## config.mk

```make
export PLATFORM = sky130hd
export DESIGN_NAME = lcd_init_seq
export DESIGN_NICKNAME = d
export VERILOG_FILES = /design/src/rtl/lcd_init_seq.sv
export SDC_FILE = /design/constraint.sdc
export NUM_CORES = 1
export LEC_CHECK = 0
export ABC_AREA = 0
export CAP_MARGIN = 40
export CORE_MARGIN = 5
export CORE_UTILIZATION = 50
export CTS_CLUSTER_DIAMETER = 40
export DETAILED_ROUTE_END_ITERATION = 7
export PLACE_DENSITY = 0.67
export SYNTH_ARGS = -nofsm -noshare
export SYNTH_HDL_FRONTEND = slang
export SYNTH_SLANG_ARGS = --single-unit
```

## constraint.sdc

```tcl
create_clock -name clk -period 5.85 [get_ports clk]
set_clock_uncertainty 0.15 [all_clocks]
set_input_delay 0.585 -clock clk [delete_from_list [all_inputs] [get_ports clk]]
set_output_delay 0.585 -clock clk [all_outputs]
set_load 0.005 [all_outputs]
```

## src/rtl/lcd_init_seq.sv

```systemverilog
// HD44780-style power-on nibble sequencer (0x3,0x3,0x3,0x2) with parametrised delays and re-trigger.
// Define LCD_INIT_CONFIG_EN to also send the configuration bytes 0x28, 0x06, 0x0C, 0x01.
module lcd_init_seq #(
    parameter int PWR_WAIT_CYC   = 750000,
    parameter int E_PULSE_CYC    = 12,
    parameter int WAIT_LONG_CYC  = 205000,
    parameter int WAIT_SHORT_CYC = 5000,
    parameter int WAIT_CMD_CYC   = 2000,
`ifdef LCD_INIT_CONFIG_EN
    parameter int NIB_GAP_CYC    = 50,
    parameter int CLEAR_WAIT_CYC = 82000,
`endif
    parameter int CNT_W          = 20
) (
    input  logic       clk,
    input  logic       reset,
    input  logic       start,
    output logic [3:0] sf_d,
    output logic       lcd_e,
    output logic       busy,
    output logic       enable
);

    typedef enum logic [2:0] {S_IDLE, S_PWR_WAIT, S_PULSE, S_GAP, S_DONE} state_t;

`ifdef LCD_INIT_CONFIG_EN
    localparam int STEP_W = 4;
    localparam logic [STEP_W-1:0] LAST_STEP = STEP_W'(11);
`else
    localparam int STEP_W = 2;
    localparam logic [STEP_W-1:0] LAST_STEP = STEP_W'(3);
`endif

    localparam logic [CNT_W-1:0] PWR_LAST   = CNT_W'(PWR_WAIT_CYC - 1);
    localparam logic [CNT_W-1:0] PULSE_LAST = CNT_W'(E_PULSE_CYC - 1);
    localparam logic [CNT_W-1:0] LONG_LAST  = CNT_W'(WAIT_LONG_CYC - 1);
    localparam logic [CNT_W-1:0] SHORT_LAST = CNT_W'(WAIT_SHORT_CYC - 1);
    localparam logic [CNT_W-1:0] CMD_LAST   = CNT_W'(WAIT_CMD_CYC - 1);
`ifdef LCD_INIT_CONFIG_EN
    localparam logic [CNT_W-1:0] NIB_LAST   = CNT_W'(NIB_GAP_CYC - 1);
    localparam logic [CNT_W-1:0] CLEAR_LAST = CNT_W'(CLEAR_WAIT_CYC - 1);
`endif

    state_t              state_q, state_d;
    logic [CNT_W-1:0]    cnt_q, cnt_d;
    logic [STEP_W-1:0]   step_q, step_d;
    logic [3:0]          sf_d_q, sf_d_d;
    logic                lcd_e_q, lcd_e_d;
    logic                busy_q, busy_d;
    logic                enable_q, enable_d;

    logic [3:0]          step_nib;
    logic [CNT_W-1:0]    gap_last;

    // Step table: nibble driven during the pulse and length of the gap that follows it.
    always_comb begin
        step_nib = 4'h0;
        gap_last = CMD_LAST;
        case (step_q)
            STEP_W'(0):  begin step_nib = 4'h3; gap_last = LONG_LAST;  end
            STEP_W'(1):  begin step_nib = 4'h3; gap_last = SHORT_LAST; end
            STEP_W'(2):  begin step_nib = 4'h3; gap_last = CMD_LAST;   end
            STEP_W'(3):  begin step_nib = 4'h2; gap_last = CMD_LAST;   end
`ifdef LCD_INIT_CONFIG_EN
            STEP_W'(4):  begin step_nib = 4'h2; gap_last = NIB_LAST;   end
            STEP_W'(5):  begin step_nib = 4'h8; gap_last = CMD_LAST;   end
            STEP_W'(6):  begin step_nib = 4'h0; gap_last = NIB_LAST;   end
            STEP_W'(7):  begin step_nib = 4'h6; gap_last = CMD_LAST;   end
            STEP_W'(8):  begin step_nib = 4'h0; gap_last = NIB_LAST;   end
            STEP_W'(9):  begin step_nib = 4'hC; gap_last = CMD_LAST;   end
            STEP_W'(10): begin step_nib = 4'h0; gap_last = NIB_LAST;   end
            STEP_W'(11): begin step_nib = 4'h1; gap_last = CLEAR_LAST; end
`endif
            default:     begin step_nib = 4'h0; gap_last = CMD_LAST;   end
        endcase
    end

    always_ff @(posedge clk) begin
        if (reset) begin
            state_q  <= S_IDLE;
            cnt_q    <= '0;
            step_q   <= '0;
            sf_d_q   <= 4'h0;
            lcd_e_q  <= 1'b0;
            busy_q   <= 1'b0;
            enable_q <= 1'b0;
        end else begin
            state_q  <= state_d;
            cnt_q    <= cnt_d;
            step_q   <= step_d;
            sf_d_q   <= sf_d_d;
            lcd_e_q  <= lcd_e_d;
            busy_q   <= busy_d;
            enable_q <= enable_d;
        end
    end

    always_comb begin
        state_d = state_q;
        step_d  = step_q;
        cnt_d   = cnt_q + CNT_W'(1);
        case (state_q)
            S_IDLE: begin
                state_d = S_PWR_WAIT;
                step_d  = '0;
            end
            S_PWR_WAIT: if (cnt_q == PWR_LAST) state_d = S_PULSE;
            S_PULSE:    if (cnt_q == PULSE_LAST) state_d = S_GAP;
            S_GAP: begin
                if (cnt_q == gap_last) begin
                    if (step_q == LAST_STEP) begin
                        state_d = S_DONE;
                    end else begin
                        state_d = S_PULSE;
                        step_d  = step_q + STEP_W'(1);
                    end
                end
            end
            S_DONE:     if (start) state_d = S_IDLE;
            default:    state_d = S_IDLE;
        endcase
        // Every state entry restarts the count; DONE parks it at zero.
        if (state_d != state_q || state_q == S_DONE) cnt_d = '0;
    end

    // Bus pins follow the current state; handshake flags follow the next state.
    always_comb begin
        lcd_e_d  = (state_q == S_PULSE);
        sf_d_d   = lcd_e_d ? step_nib : 4'h0;
        enable_d = (state_d == S_DONE);
        busy_d   = ~enable_d;
    end

    assign sf_d   = sf_d_q;
    assign lcd_e  = lcd_e_q;
    assign busy   = busy_q;
    assign enable = enable_q;

endmodule

```

==> results.ini <==
[yosys]
synth_top_family_by_area = simple AND/OR/NAND/NOR gates
post-synth-top-area-fraction_pct = 31.4
syn-cell-area_mm2 = 0.00191
ys.flop_type = dfxtp_1
synthDominantAreaCellType = dfxtp_1
synth_compound_gate_area_share_pct = 9.68
synth-adder-area-share_pct = 3.27
synth-xor-area-share_pct = 7.78
synth.area.mux_share_pct = 9.16
synth.yosys.seq_area_share_pct = 31.4
synth_edf_count = 0
synthesis.area_per_instance_um2 = 8.46
synth.distinct_cells = 45
synth_top_cells_by_area = dfxtp_1 (31%), mux2i_1 (6.8%), nor3_1 (5.0%)
synthesis.yosys.warnings = 0
synth_seq_cells = 30
post_synth_and_or_nand_nor_area_fraction_pct = 32.7
netlist_instances = 226
synthArstFlopShare_pct = 0

[clock_tree]
htreeDepth = 2
cts-buffers-inserted = 5
cts_tree = done
clock_latency_of_the_later_clocked_register_in_the_worst_skew_pair_ns = 0.29
cts_root_buffer = clkbuf_8
cts_setup_buffers = 0
numClockSinks = 30
clock_path_buffers = 2
cts_hold_buf = 0
post_cts_resized = 0
path_clk_slew_ns = 0.07

[power_and_ir_drop]
vdd.ir_drop.worst_mv = 0.158
switching_power_w = 0.0000957
power_per_cell_area_mw_per_mm2 = 205
p_leak_nw = 0.683
comb_power_share_pct = 2.7
sw_frac_of_total_pct = 22.2
power_share_of_the_sequential_group_pct = 48.4
power.share.clock_pct = 48.8
internal_power_contribution_w = 0.000335

[setup_path]
crit_path_top_delay_cell = nor3_1
path_cells = ha_1 -> nor2b_1 -> o211ai_1 -> nor3_1 -> o211a_1 -> buf_16 -> mux2_1
critical-path-top-delay-family = simple AND/OR/NAND/NOR gates
cp-end-kind = flop
cp_slowest_stage_delay_ns = 0.41
path_type_of_the_worst_setup_path = reg -> reg
timing.critical_path.fanout_max = 17
critical_path.n_buffers_inverters = 1
critical_path_required_ns = 5.88
worstPathArrival_ns = 2.73
crit_path_start_kind = flop

[placed_design]
detailed_place.area_mm2 = 0.00199
detailedPlace.worstSlack_ns = 2.99
place_congestion = 0.916
buffer_ports.inserted = 7
dpl.hpwl_um = 3110

[route]
detailedRoute.firstIterationViolations = 93
via_per_inst = 6.01
via_count = 1653
route.detailed.drc = 0
postRouteAntennaNets = 0
finalWirelength_um = 4460
detailedRoute.firstPassIterationCount = 4
avgRoutedWirePerCell_um = 16.2

[global_route]
first_pass_grt_wire_length_um = 7660
grt_max_degree = 21
antenna_violations_before_repair = 0
grt-ovfl-total = 0
grt_usage_pct = 19.0
first_global_vias = 1575

[layout]
final_common_cell = dfxtp_1
final_util_pct = 56.9
final_area_mm2 = 0.00210
fillerInstances = 352
leading_cell_types_in_the_layout_fill_and_taps_excluded = dfxtp_1 (30), nor3_1 (19), nor2_1 (15)
antenna-diode-count = 0
final_net_count = 234
drive_gt1_share_pct = 6.61
syn_to_final_growth_pct = 9.68

[timing]
fin_setup_tns_ns = 0
fin_ws_ns = 3.15
tightest_slew_ns = 0.892
final.period_utilization_pct = 46.1
setup_repair_after_global_routing_missed_its_margin = no
final_hold_viol_count = 0
timing.final.crit_period_ns = 2.70
total_setup_violations_reported_at_the_end_of_the_flow = 0
report.final.slew_viol_count = 0
whs_ns = 0.474
achievable-frequency_mhz = 370
max_slew_margin_vs_limit_pct = 40.0

[die]
die_height_um = 71.9
initial_core_util_pct = 51.9
die_width_um = 71.9
floorplan.io_pins = 10
core_area_mm2 = 0.00369
row_count = 22
dieArea_mm2 = 0.00516

[status]
status = finished clean

[hold_path]
min-delay-path-class = reg -> reg

[flow_run]
drv_cap = 0

power groups by stage:
stage,Clock [W],Sequential [W],Combinational [W]
after floorplan,0,0.000211,0.00000972
after global placement,0,0.000213,0.0000121
after detailed placement,0,0.000213,0.0000120
after CTS,0.000211,0.000209,0.0000120
after global routing,0.000221,0.000209,0.0000134
final,0.000210,0.000209,0.0000118
sequential cells by signal, summed over array words and instances (netlist names):
register	cells
enable	1
state_q	3
busy	1
lcd_e	1
sf_d	2
step_q	2
cnt_q	20
synthesized netlist by cell type (8+ instances only):
library cell / number
clkbuf_1: 10
dfxtp_1: 30
mux2i_1: 13
nand2_1: 11
nand3_1: 8
nor2_1: 15
nor3_1: 19
nor4_1: 9
xnor2_1: 10
metrics by stage:
step / total power (W) / instances
2_1_floorplan: 0.000221 / 227
3_3_place_gp: 0.000225 / 266
3_5_place_dp: 0.000225 / 267
4_1_cts: 0.000431 / 275
5_1_grt: 0.000443 / 275
6_report: 0.000431 / 275
worst paths after layout:
kind / startpoint / slack (ns) / end / cells past startpoint
min reg2reg: step_q[0] / 0.47 / step_q[0] / 2
max: cnt_q[0] / 3.15 / cnt_q[12] / 7
min: step_q[0] / 0.47 / step_q[0] / 2
max reg2reg: cnt_q[0] / 3.15 / cnt_q[12] / 7
worst reg2reg max path, cell delays in order (launching register included):
cell	delay (ns)
dfxtp_1	0.40
ha_1	0.30
nor2b_1	0.22
o211ai_1	0.18
nor3_1	0.41
o211a_1	0.38
buf_16	0.20
mux2_1	0.34
logic make-up after synthesis:
kind of cell | Yosys count
AND/OR/NAND/NOR | 107
flip-flops | 30
AO/OA/AOI/OAI | 26
buffers and inverters | 23
XOR/XNOR | 17
multiplexers | 17
adder cells (fa/ha/maj) | 5
other | 1
metal layers:
metal	part of all wire (%)	global-route usage, %
met5	0	0
met2	45	29.0
met4	1.3	7.93
met3	5.4	4.49
met1	48	25.6
final cells by class:
cell class	instances	area (um2)	share of cell area, %
Multi-Input combinational cell	174	1200	57.4
Sequential cell	30	601	28.6
Timing Repair Buffer	8	97.6	4.65
Clock buffer	5	68.8	3.28
Tap cell	48	60.1	2.86
Clock inverter	3	40.0	1.91
Inverter	7	26.3	1.25
Power figures use the tool's default switching activity.
